<file path="config.mk">
export PLATFORM = sky130hd
export DESIGN_NAME = prog_timeout_timer
export DESIGN_NICKNAME = d
export VERILOG_FILES = /design/src/rtl/prog_timeout_timer.sv
export SDC_FILE = /design/constraint.sdc
export NUM_CORES = 1
export LEC_CHECK = 0
export ABC_AREA = 1
export CORE_MARGIN = 10
export CORE_UTILIZATION = 25
export DETAILED_ROUTE_END_ITERATION = 6
export MAX_ROUTING_LAYER = met4
export PLACE_DENSITY = 0.49
export SETUP_SLACK_MARGIN = 0.02
export SLEW_MARGIN = 0
export SYNTH_ARGS = -nofsm -noshare
export SYNTH_HDL_FRONTEND = slang
export SYNTH_SLANG_ARGS = --single-unit
</file>
<file path="constraint.sdc">
create_clock -name clk -period 2.1 [get_ports clk]
set_clock_uncertainty 0.05 [all_clocks]
set_input_delay 0.42 -clock clk [delete_from_list [all_inputs] [get_ports clk]]
set_output_delay 0.42 -clock clk [all_outputs]
set_load 0.005 [all_outputs]
</file>
<file path="src/rtl/prog_timeout_timer.sv">
// prog_timeout_timer: programmable tick-based timeout timer with a prescaler,
// one-shot or auto-reload modes, pause via enable, and abort/restart control.
`default_nettype none

module prog_timeout_timer #(
  parameter int PRESCALE = 100000,
  parameter int CNT_W    = 16
) (
  input  logic             clk,
  input  logic             rst,
  input  logic             start,
  input  logic             stop,
  input  logic             enable,
  input  logic             periodic,
  input  logic [CNT_W-1:0] duration,
  output logic             timeout,
  output logic             busy,
  output logic             done,
  output logic [CNT_W-1:0] remaining
);

  localparam int PW = (PRESCALE > 1) ? $clog2(PRESCALE) : 1;
  localparam logic [PW-1:0]    PRESC_MAX = PW'(PRESCALE - 1);
  localparam logic [CNT_W-1:0] ONE       = CNT_W'(1);

  typedef enum logic [1:0] {
    IDLE = 2'd0,
    RUN  = 2'd1,
    DONE = 2'd2
  } state_t;

  state_t           state;
  logic [PW-1:0]    presc;
  logic [CNT_W-1:0] stored_dur;
  logic             stored_per;

  always_ff @(posedge clk) begin
    if (rst) begin
      state      <= IDLE;
      presc      <= '0;
      remaining  <= '0;
      stored_dur <= '0;
      stored_per <= 1'b0;
      timeout    <= 1'b0;
      busy       <= 1'b0;
      done       <= 1'b0;
    end else if (stop) begin
      state     <= IDLE;
      presc     <= '0;
      remaining <= '0;
      timeout   <= 1'b0;
      busy      <= 1'b0;
      done      <= 1'b0;
    end else if (start && (duration != '0)) begin
      // A restart discards any pending period, including one expiring now.
      state      <= RUN;
      presc      <= '0;
      remaining  <= duration;
      stored_dur <= duration;
      stored_per <= periodic;
      timeout    <= 1'b0;
      busy       <= 1'b1;
      done       <= 1'b0;
    end else begin
      timeout <= 1'b0;
      if (state == RUN && enable) begin
        if (presc == PRESC_MAX) begin
          presc <= '0;
          if (remaining == ONE) begin
            timeout <= 1'b1;
            if (stored_per) begin
              remaining <= stored_dur;
            end else begin
              remaining <= '0;
              state     <= DONE;
              busy      <= 1'b0;
              done      <= 1'b1;
            end
          end else begin
            remaining <= remaining - ONE;
          end
        end else begin
          presc <= presc + PW'(1);
        end
      end
    end
  end

endmodule

`default_nettype wire

</file>
==> results.txt, run 1 <==
The clock tree synthesis step divided the H-tree into 2 levels. The number of max-slew violations in the final report is 0. The worst hold-check path type is reg2reg.

The number of instances resized during post-cts repair came out at 0. The run finished with clean final reports. The leakage dissipation is about 0.0018 uW. The overflow left after global routing is 0. The clock sink total came out at between 50 and 60. STA classifies the critical path startpoint as an input pin. The number of instances in the placed design is between 700 and 800. The net switching power is between 700 and 800 uW. The ratio of cells with drive above 1 in the final layout is around an eighth. The reg-to-reg critical path startpoint is remaining[0].

The arrival time at the worst endpoint is roughly 2.1 ns. Setup violations remaining at the end of the flow were counted as 0. The part of the power in combinational logic came out at between 10% and 20%. The TritonCTS clock tree is yes. After filler insertion, the fill cell instance count of the layout stands at 1373. The worst register-to-register path ends at remaining[7]. The total count of hold-check failures in the final report is 0. The number of standard cells in the layout, taps in and fillers out is roughly 760.

The internal power is 1850 uW. Synthesis inferred between 50 and 60 register bits. The number of antenna repair diodes is 0. The final worst-path cycle share came out at between 90% and 100%.

The number of antenna violations at the first check in global routing is 0. The minimum period implied by the final worst setup slack is roughly 1.9 ns. No sink is reached through more buffers than the 2 on the longest clock path. The number of buffers inserted during clock tree synthesis came out at 5. The post-synthesis net count is approximately 550. In this run, the number of DRC markers left after iteration 0 of detailed routing was around 210. In this run switching power makes up 27.7% of total power. Entering global routing, the biggest net connects 24 pins. The hold-fix buffer count after cts came out at 0. The peak supply drop is between 300 and 400 uV.

The ratio of routed vias to standard cells is roughly 4.5. The count of cell types in the netlist is 32. Setup total negative slack on the finished layout was measured at 0 ns. Yosys printed 0 warnings. The clock root buffer is sky130_fd_sc_hd__clkbuf_16. The depth of the most critical reg-to-reg path came out at 11. The headroom to the max-slew limit came out at approximately two thirds. Setup repair after global routing left no endpoint under its margin. The global-route wire length before repair came out at 16.4 mm.

The pre-antenna-repair detailed-routing pass consisted of 5 iterations. The HPWL after detailed placement is around 7.7 mm. The part of the total power dissipated in the clock network came out at a little under two fifths. The worst-path maximum fanout is 23. After clock tree synthesis, the clock-pin slew on the worst setup and hold paths is around 0.070 ns.

The part of the Yosys area used for sequential elements is roughly 32%. Synthesis produced ~520 cells. The final layout contains 610 nets. For hold timing, the worst endpoint is stored_dur[11]. The reg2reg setup slack is around 0.29 ns. The maximum frequency from static timing analysis is 524 MHz. The effective utilization at floorplan is about a quarter. The data required time at the worst endpoint came out at 2.28 ns.

The sequential group share of total power is 42.3%. The routed via count came out at 3423. At the end of routability-driven placement, the weighted congestion stood at roughly 0.90.

By area the synthesized netlist is led by sky130_fd_sc_hd__dfxtp_1, sky130_fd_sc_hd__nand2_1, sky130_fd_sc_hd__nor2_1. The cell area after technology mapping is 0.00330 sq mm. Summed over all instances, the cell type with the most area after synthesis is sky130_fd_sc_hd__dfxtp_1. The initialized floorplan defines 41 standard-cell rows. Overall power consumption after layout is estimated at between 2000 and 3000 uW. The slew at the pin closest to its max-slew limit came out at 0.484 ns. The per-instance average area after synthesis is approximately 6.3 sq um.

The element type at the critical path end is a flop. In this run the count of I/O pins placed on the die edge is 41. The number of post-CTS setup repair buffers came out at 0. The critical path class is in2reg. The die covers roughly 0.018 sq mm. The count of nets left with antenna violations once routing finished came out at 0. The count of input and output buffers came out at 40. The per-cell routed wire length came out at around 13 microns.

The growth of design area from synthesis to finish came out at 28.4%. Counting instances, the worst hold path has a depth of 2. The remaining routing DRC violations came out at 0.

In this run the vertical extent of the chip is 135 microns. The cell area power density is a little over 600 mW/mm^2. The startpoint of the tightest hold check path is stored_dur[11]. The later-pin clock latency in the skew report came out at a little under 0.3 ns. The number of maximum-capacitance violations came out at 0. The total wire length after detailed routing came out at between 9 and 10 mm. The top cell type by area accounts for about a third of the synthesized area. The die is 135 microns wide. Global routing consumed, over all layers together, 11.1% of the routing resources. The total core area is around 0.013 sq mm. The number of global-route vias before repair is about 3400.
==> area by class of cell <==
cell class                      instances  area [sq um]  area share (%)
Timing Repair Buffer                   67           628            14.8
Inverter                               48           183            4.31
Multi-Input combinational cell        410          1980            46.6
Clock inverter                          2          37.5           0.885
Sequential cell                        53          1060            25.0
Tap cell                              172           215            5.07
Clock buffer                            6           139            3.27
==> worst max-delay path by stage <==
stage                     start         end
floorplan           duration[6]  stored_per
global placement    duration[6]   presc[11]
detailed placement  duration[6]    presc[9]
CTS                 duration[6]    presc[9]
global route        duration[4]    presc[9]
finish              duration[6]   presc[11]
==> sequential cells by signal (all words and copies together), names as in the netlist <==
| name | count |
|---|---|
| timeout | 1 |
| stored_per | 1 |
| stored_dur | 16 |
| remaining | 16 |
| state | 2 |
| presc | 17 |
==> power groups by stage <==
| stage | Clock [uW] | Sequential, uW | Combinational, uW |
|---|---|---|---|
| 2_1_floorplan | 0 | 1090 | 318 |
| 3_3_place_gp | 0 | 1110 | 504 |
| 3_5_place_dp | 0 | 1110 | 502 |
| 4_1_cts | 1000 | 1080 | 505 |
| 5_1_grt | 1040 | 1090 | 574 |
| 6_report | 969 | 1080 | 509 |
==> cell families (layout without fill, tap and decap cells) <==
group	Yosys count	after routing	synth area share, %
buf+inv	61	123	8.18
compound gates	42	42	7.04
fa+ha+maj	3	3	1.14
simple gates	355	355	48.9
xor+xnor	10	10	2.65
flops	53	53	32.1
==> critical path, stage by stage <==
cell                              delay (ns)
sky130_fd_sc_hd__clkdlybuf4s50_1        0.42
sky130_fd_sc_hd__nor2_1                 0.11
sky130_fd_sc_hd__nand2_1                0.06
sky130_fd_sc_hd__nor2_1                 0.16
sky130_fd_sc_hd__nand2_2                0.09
sky130_fd_sc_hd__nand2_4                0.09
sky130_fd_sc_hd__buf_12                 0.17
sky130_fd_sc_hd__nand2_4                0.12
sky130_fd_sc_hd__nor2_4                 0.12
sky130_fd_sc_hd__buf_12                 0.17
sky130_fd_sc_hd__nand2_1                0.07
sky130_fd_sc_hd__a21oi_2                0.09
==> metal layers <==
metal / vias up / wire length [microns] / GRT usage [%]
li1: 1786 / - / -
met1: 1535 / 4790 / 14.1
met2: 94 / 4290 / 17.8
met3: 8 / 511 / 2.41
met4: 0 / 73 / 1.91
met5: - / 0 / -
==> cells in the final DEF, fill, tap and decap left out, types with 6 or more instances in the layout <==
| cell | synthesis | layout |
|---|---|---|
| sky130_fd_sc_hd__nand2_1 | 143 | 143 |
| sky130_fd_sc_hd__nor2_1 | 107 | 107 |
| sky130_fd_sc_hd__dfxtp_1 | 53 | 53 |
| sky130_fd_sc_hd__inv_1 | 46 | 46 |
| sky130_fd_sc_hd__nand3_1 | 45 | 45 |
| sky130_fd_sc_hd__clkdlybuf4s50_1 | 0 | 40 |
| sky130_fd_sc_hd__buf_4 | 3 | 25 |
| sky130_fd_sc_hd__nand4_1 | 18 | 18 |
| sky130_fd_sc_hd__o21ai_0 | 14 | 14 |
| sky130_fd_sc_hd__nor2_2 | 12 | 11 |
| sky130_fd_sc_hd__a21oi_1 | 11 | 11 |
| sky130_fd_sc_hd__o21ai_1 | 10 | 10 |
| sky130_fd_sc_hd__xor2_1 | 8 | 8 |
| sky130_fd_sc_hd__nor2_4 | 6 | 7 |
| sky130_fd_sc_hd__nand3b_1 | 6 | 6 |
==> metrics by stage <==
| stage | setup WS, ns | util (%) | hold slack [ns] | instance area [sq um] |
|---|---|---|---|---|
| detailed placement | -0.281 | 31.7 | 0.413 | 4050 |
| floorplan | 0.607 | - | 0.383 | 3300 |
| finish | 0.191 | 33.2 | 0.430 | 4240 |
| global placement | -0.294 | 31.7 | 0.417 | 4050 |
| global route | 0.0347 | 33.2 | 0.451 | 4240 |
| CTS | 0.0229 | 33.1 | 0.423 | 4220 |
==> cells in the mapped netlist <==
cell	n
sky130_fd_sc_hd__o21bai_1	1
sky130_fd_sc_hd__a21oi_2	2
sky130_fd_sc_hd__o21ai_1	10
sky130_fd_sc_hd__a31oi_1	1
sky130_fd_sc_hd__buf_4	3
sky130_fd_sc_hd__nand3_1	45
sky130_fd_sc_hd__clkbuf_1	3
sky130_fd_sc_hd__a21oi_1	11
sky130_fd_sc_hd__nand3_2	1
sky130_fd_sc_hd__nand3b_1	6
sky130_fd_sc_hd__nand2_4	4
sky130_fd_sc_hd__xnor2_1	2
sky130_fd_sc_hd__o21ai_2	3
sky130_fd_sc_hd__nor2_2	12
sky130_fd_sc_hd__nand2_2	4
sky130_fd_sc_hd__nand3b_4	1
sky130_fd_sc_hd__nor3_2	2
sky130_fd_sc_hd__inv_4	1
sky130_fd_sc_hd__dfxtp_1	53
sky130_fd_sc_hd__o21ai_0	14
sky130_fd_sc_hd__nand4_1	18
sky130_fd_sc_hd__buf_2	4
sky130_fd_sc_hd__ha_1	3
sky130_fd_sc_hd__buf_6	3
sky130_fd_sc_hd__nor3_1	5
sky130_fd_sc_hd__nand2_1	143
sky130_fd_sc_hd__nor2_1	107
sky130_fd_sc_hd__inv_1	46
sky130_fd_sc_hd__xor2_1	8
sky130_fd_sc_hd__nor2_4	6
sky130_fd_sc_hd__or2_2	1
sky130_fd_sc_hd__inv_2	1
Power figures use the tool's default switching activity.
==> run 2: changes to the inputs <==
- PLACE_DENSITY: 0.49 -> unset
- SLEW_MARGIN: 0 -> 20
==> results.txt, run 2 (synthesis results as in run 1) <==
The flow ran to the end, and the final reports show no timing, DRC or antenna violations. The number of H-tree levels is 2. The part of the power in combinational logic came out at between 15 and 20%.

The internal power is between 1500 and 2000 uW. For hold timing, the worst endpoint is stored_dur[11]. Setup repair after global routing left no endpoint under its margin. The detailed router finished its first iteration with 250 violations. The critical path's most frequent cell is sky130_fd_sc_hd__nand3_1. Max-cap violations in this run came to 0. The maximum frequency from static timing analysis is 528 MHz. The detailed-router iteration count before antenna repair is 4. The total count of hold-check failures in the final report was 0. The number of top-level pins came out at a little over 40. For this block, the via count after detailed routing is ~3400.

In the layout the commonest cells are sky130_fd_sc_hd__nand2_1, sky130_fd_sc_hd__nor2_1, sky130_fd_sc_hd__dfxtp_1. The sequential group share of total power is 42.9%. The worst setup path is of the reg2reg kind.

Along the worst path, the maximum fanout reaches 6. The number of global-route vias before repair came out at 3284. The total of endpoints with negative setup slack in the final report came out at 0. The net switching power came out at 708 uW. In the final layout, the registers with the most flip-flops are presc (17), remaining (16), stored_dur (16). The cell area power density is between 600 and 700 mW/mm^2. The number of buffers inserted during clock tree synthesis is 5.

The startpoint identified for the worst hold timing path is stored_dur[11]. The headroom to the max-slew limit came out at 75.6%. The number of antenna violations at the first check in global routing came out at 0.

CTS placed an instance of sky130_fd_sc_hd__clkbuf_16 at the clock tree root. Leaving out filler cells and counting taps, the final layout contains 755. The kind of cell adding the most delay to the critical path is simple AND/OR/NAND/NOR gates. The number of rows created at floorplan is 41. The area enclosed by the die boundary came out at about 0.018 sq mm. In this run, placement finished with an instance count of 747.

The global-route wire length before repair came out at around 16 mm. The overall die width is roughly 130 microns. The reg-to-reg critical path startpoint is remaining[0]. The number of nets with antenna violations after routing came out at 0. The switching portion of total power came out at between 20% and 30%. The post-route worst hold slack is ~0.44 ns. The number of post-CTS setup repair buffers came out at 0. Leaving out fill and tap cells, the most frequent cell in the layout is sky130_fd_sc_hd__nand2_1.

The largest individual stage delay along the critical path comes from the cell sky130_fd_sc_hd__dfxtp_1. The y dimension of the die came out at ~130 microns. The ratio of routed vias to standard cells came out at around 4.5. The min-delay analysis places its worst path in the category reg2reg. The slew at the pin closest to its max-slew limit is between 0.3 and 0.4 ns. The clock slew seen by the registers of the worst setup and hold paths is around 0.07 ns. The register with the most flip-flops in the layout has 17 of them. The routed design has between 9 and 10 mm of wire. The depth of the most critical reg-to-reg path came out at 8. The hold-fix buffer count after cts came out at 0. The routed design could run at a clock period as short as 1.89 ns. The number of instances resized during post-cts repair is 0.

The finished cells cover approximately 0.0042 sq mm. Entering global routing, the biggest net connects 18 pins. The routability-driven placement congestion ratio came out at about 0.89. The endpoint identified for the worst register-to-register timing path is state[0]. The final worst-path cycle share came out at between 90% and 100%. The clock sink total is 53.

Dividing the detail-routed wire length by the instance count gives 12.3 microns. The leakage dissipation is ~0.0018 uW. The part of the total power dissipated in the clock network is 37.4%.

The depth of the worst hold-timing path came out at 2. The largest stage delay on the critical path is approximately 0.41 ns. For this run, the total global-route usage over all layers was measured as approximately a tenth. The ratio of cells with drive above 1 in the final layout is 11.8%.

The clock tree buffer depth is 2. The growth of design area from synthesis to finish is 26.9%. The half-perimeter wire length after placement came out at roughly 7.5 mm. The final core utilization is between 30% and 40%. The number of buffers and inverters on the critical path came out at 1. The placed cell area is 0.00403 sq mm.

The count of buffers added on input and output ports is 40. The worst setup path is captured at a flop. The number of antenna repair diodes is 0.

The overflow left after global routing came out at 0. The peak supply drop came out at slightly above 300 uV. The TritonCTS clock tree is yes. The remaining routing DRC violations came out at 0. The reg2reg setup slack came out at ~0.21 ns. The core region is between 0.01 and 0.015 sq mm. Traced cell by cell, the critical path runs through ha_1 > inv_1 > nor2_1 > nand3_1 > nor2_2 > nand3_1 > o21ai_0 > a21oi_1. The data required time at the worst endpoint is 2.23 ns. STA classifies the critical path startpoint as a flop.

The arrival time at the worst endpoint is slightly above 2 ns. The number of max-slew violations in the final report was 0. At the later pin of the worst-skew pair, clock insertion delay measures approximately 0.30 ns. The effective utilization at floorplan came out at 25.9%. The register name with the most flops is presc. The post-layout net count came out at 607.
==> run 2: layout make-up <==
cell class              count  area, sq um
fillers                  1422         8580
inverters                  48          183
flip-flops and latches     53         1060
clock buffers               6          129
repair buffers             64          593
multi-input cells         410         1970
well taps                 172          215
clock inverters             2         38.8
==> run 2: worst max path at each step <==
stage                       from             to  slack [ns]  depth (start not counted)
finish              remaining[0]       state[0]        0.21                          8
detailed placement  duration[14]  stored_dur[7]       -0.06                         10
global route        remaining[0]       state[0]        0.03                          8
floorplan            duration[6]     stored_per        0.61                         10
global placement    duration[14]  remaining[10]       -0.01                         13
CTS                 remaining[0]       state[0]        0.20                          8
==> run 2: worst register-to-register path, stage by stage (launching register included) <==
cell	delay, ns
sky130_fd_sc_hd__dfxtp_1	0.41
sky130_fd_sc_hd__ha_1	0.25
sky130_fd_sc_hd__inv_1	0.06
sky130_fd_sc_hd__nor2_1	0.08
sky130_fd_sc_hd__nand3_1	0.08
sky130_fd_sc_hd__nor2_2	0.25
sky130_fd_sc_hd__nand3_1	0.20
sky130_fd_sc_hd__o21ai_0	0.29
sky130_fd_sc_hd__a21oi_1	0.10
==> run 2: through the flow <==
stage / power, uW / TNS [ns] / setup slack (ns)
3_5_place_dp: 1600 / -0.331 / -0.0641
3_3_place_gp: 1600 / -0.0221 / -0.0148
4_1_cts: 2540 / 0 / 0.202
5_1_grt: 2660 / 0 / 0.0326
2_1_floorplan: 1410 / 0 / 0.607
6_report: 2520 / 0 / 0.207
==> run 2: layer usage <==
metal / up-vias / track usage (%) / part of all wire, % / routed length (microns)
met2: 73 / 16.4 / 44 / 4110
met1: 1499 / 14.0 / 51 / 4720
met4: 0 / 2.03 / 0.96 / 89
met5: - / - / 0 / 0
li1: 1786 / - / - / -
met3: 9 / 2.04 / 4.0 / 375
==> run 2: power by group through the flow <==
stage	sequential (uW)	clock (uW)	combinational, uW
floorplan	1090	0	318
global placement	1100	0	496
detailed placement	1100	0	497
CTS	1080	962	500
global route	1090	1000	566
finish	1080	944	498
==> run 3: changes to the inputs <==
==> constraint.sdc (replaced) <==
create_clock -name clk -period 2.1 [get_ports clk]
set_clock_uncertainty 0.05 [all_clocks]
set_input_delay 0.21 -clock clk [delete_from_list [all_inputs] [get_ports clk]]
set_output_delay 0.21 -clock clk [all_outputs]
set_load 0.005 [all_outputs]
==> results.txt, run 3 (synthesis results as in run 1) <==
The flow ran to the end, and the final reports show no timing, DRC or antenna violations. The number of antenna repair diodes is 0. The flip-flop count of the largest register after layout came out at 17. The global-route wire length before repair came out at between 15 and 20 mm. The half-perimeter wire length after placement came out at 7.63 mm. TritonCTS built the clock tree. In this run the number of H-tree levels came out at 2. The number of buffers inserted during clock tree synthesis came out at 5. For this design the ratio of total power to cell area is roughly 600 mW/mm^2. The number of DRC violations after detailed-routing iteration 0 came out at between 200 and 250. Once placement finished, the instance area stood at slightly below 0.004 sq mm. The endpoint identified for the worst register-to-register timing path is remaining[14]. Once detail routing completed, the nets flagged for antenna violations numbered 0.

The number of antenna violations at the first check in global routing is 0. The post-layout net count is a little under 600. The depth of the most critical reg-to-reg path came out at 11.

The met2 capacity usage during global routing is ~17%. The ratio of routed vias to standard cells came out at between 4 and 5. The arrival time at the worst endpoint is 2.02 ns. For this run, the slowest stage of the critical path takes around 0.35 ns. The hold-fix buffer count after cts came out at 0. The reg2reg setup slack is ~0.21 ns. The leakage dissipation came out at roughly 0.0017 uW.

At the end of routability-driven placement, the weighted congestion stood at a little over 0.9. The critical path in this run is classified as reg2reg. From left edge to right edge, the die measures 135 microns.

The clock tree buffer depth came out at 2. For the worst setup path, the data required time is roughly 2.2 ns. The register name with the most flops is presc. The global-route total usage across every layer is a little over a tenth.

Headroom to the max-slew limit came out at between 70% and 80%. The routed via count is between 3000 and 4000. By instance count, the cell type seen most on the critical path is sky130_fd_sc_hd__nand2_1. At the later pin of the worst-skew pair, clock insertion delay measures just under 0.3 ns.

In this run the most critical hold path is launched from stored_dur[7]. The detailed-router iteration count before antenna repair came out at 4. For this run, design rule violations remaining after detail routing come to 0. In this run the worst path has a maximum fanout of 6. The pin count of the biggest net entering global routing came out at 17. The ratio of cells with drive above 1 in the final layout is between 10% and 20%. The most common cell after layout, fill and taps aside is sky130_fd_sc_hd__nand2_1. The overflow left after global routing is 0. The library cells used most frequently in the layout, excluding fill and tap cells, are sky130_fd_sc_hd__nand2_1, sky130_fd_sc_hd__nor2_1, sky130_fd_sc_hd__dfxtp_1. The final worst-path cycle share came out at ~90%.

The slew at the pin closest to its max-slew limit is ~0.35 ns. The count of cells in the finished layout, fillers not included, comes to between 700 and 800. Traced cell by cell, the critical path runs through inv_1 > ha_1 > nand2_1 > nor2_2 > nand2_1 > nand2_1 > nand2_1 > nand2_1 > nand3_1 > nand2_1 > nand2_1. Setup repair after global routing left no endpoint under its margin. The number of top-level pins is 41. Summed over all layers, the routed wires come to 9.47 mm. The y dimension of the die came out at between 100 and 150 microns.

The final instance area is about 0.0041 sq mm. STA classifies the critical path startpoint as a flop. The clock sink total is 53. For hold timing, the worst endpoint is stored_dur[7].

The critical path startpoint is remaining[0]. The floorplan step defined a die boundary enclosing 0.0182 sq mm. The per-cell routed wire length came out at 12.7 microns. The maximum frequency from static timing analysis is between 500 and 600 MHz. The total negative setup slack came out at 0 ns. The worst setup path is captured at a flop. In the final layout, the registers with the most flip-flops are presc (17), remaining (16), stored_dur (16). The total count of hold-check failures in the final report came to 0. The sum of internal, switching and leakage power is 2390 uW. The count of buffers added on input and output ports is 40. The number of maximum-capacitance violations came out at 0. The number of instances resized during post-cts repair is 0. For this design, the slowest cell found on the critical path is sky130_fd_sc_hd__dfxtp_1. The number of global-route vias before repair is about 3300. The total of endpoints with negative setup slack in the final report came out at 0.

The growth of design area from synthesis to finish came out at 23.2%. The effective utilization at floorplan came out at approximately 26%. Clock-pin slew was measured on the worst setup and hold paths at 0.07 ns. The number of setup buffers added after CTS is 0.

Clock tree synthesis selected as its root buffer the cell sky130_fd_sc_hd__clkbuf_16. The number of rows created at floorplan came out at just over 40. The global-route met1 utilization came out at 13.8%.

The total core area came out at roughly 0.013 sq mm. met2 is the most crowded layer. The worst hold path belongs to the class reg2reg. The worst hold path passes through 2 cells.

The minimum period implied by the final worst setup slack came out at about 1.9 ns. Across the VDD grid, the largest voltage drop is between 300 and 400 uV. For this run, global-route usage on met3 was measured as roughly 2%.

The number of max-slew violations in the final report is 0. The worst register-to-register path begins at remaining[0]. After detailed placement, the design holds a cell count of 736.
-- run 3: worst max-delay path by stage --
stage               endpoint  slack, ns  depth (start not counted)
6_report       remaining[14]       0.21                         11
4_1_cts        remaining[14]       0.23                         11
2_1_floorplan   remaining[7]       0.62                         11
3_3_place_gp   stored_dur[7]       0.04                         10
3_5_place_dp   stored_dur[6]       0.02                         10
5_1_grt        remaining[14]       0.08                         11
-- run 3: final cells by class --
type / instances / area, sq um
repair buffers: 53 / 498
clock buffers: 5 / 125
flip-flops and latches: 53 / 1060
fillers: 1409 / 8700
inverters: 48 / 183
clock inverters: 3 / 17.5
well taps: 172 / 215
multi-input cells: 410 / 1970
-- run 3: per-stage QoR --
stage | utilization [%] | setup WS (ns) | hold WS, ns
after global routing | 31.9 | 0.0804 | 0.428
final | 31.9 | 0.215 | 0.416
after detailed placement | 30.8 | 0.0173 | 0.406
after global placement | 30.8 | 0.0434 | 0.410
after floorplan | - | 0.619 | 0.229
after CTS | 31.9 | 0.232 | 0.417
-- run 3: worst max-delay path, delay by kind of cell, from the launching register on --
| family | cells | cell delay [ns] |
|---|---|---|
| and+or+nand+nor | 9 | 0.94 |
| buffers and inverters | 1 | 0.20 |
| DFF | 1 | 0.35 |
| adders and majority gates | 1 | 0.23 |
-- run 3: power by group --
group	total, uW	leakage [uW]	switching [uW]	internal [uW]
clock network	819	0.0000696	381	438
registers	1080	0.000432	35.0	1040
logic	498	0.00120	298	200
total	2390	0.00170	714	1680
-- run 3: routing by layer --
layer  vias to the layer above  wire length (microns)
met1                      1503                   4760
met2                        59                   4270
met5                         -                      0
met3                         4                    373
met4                         0                     59
li1                       1759                      -
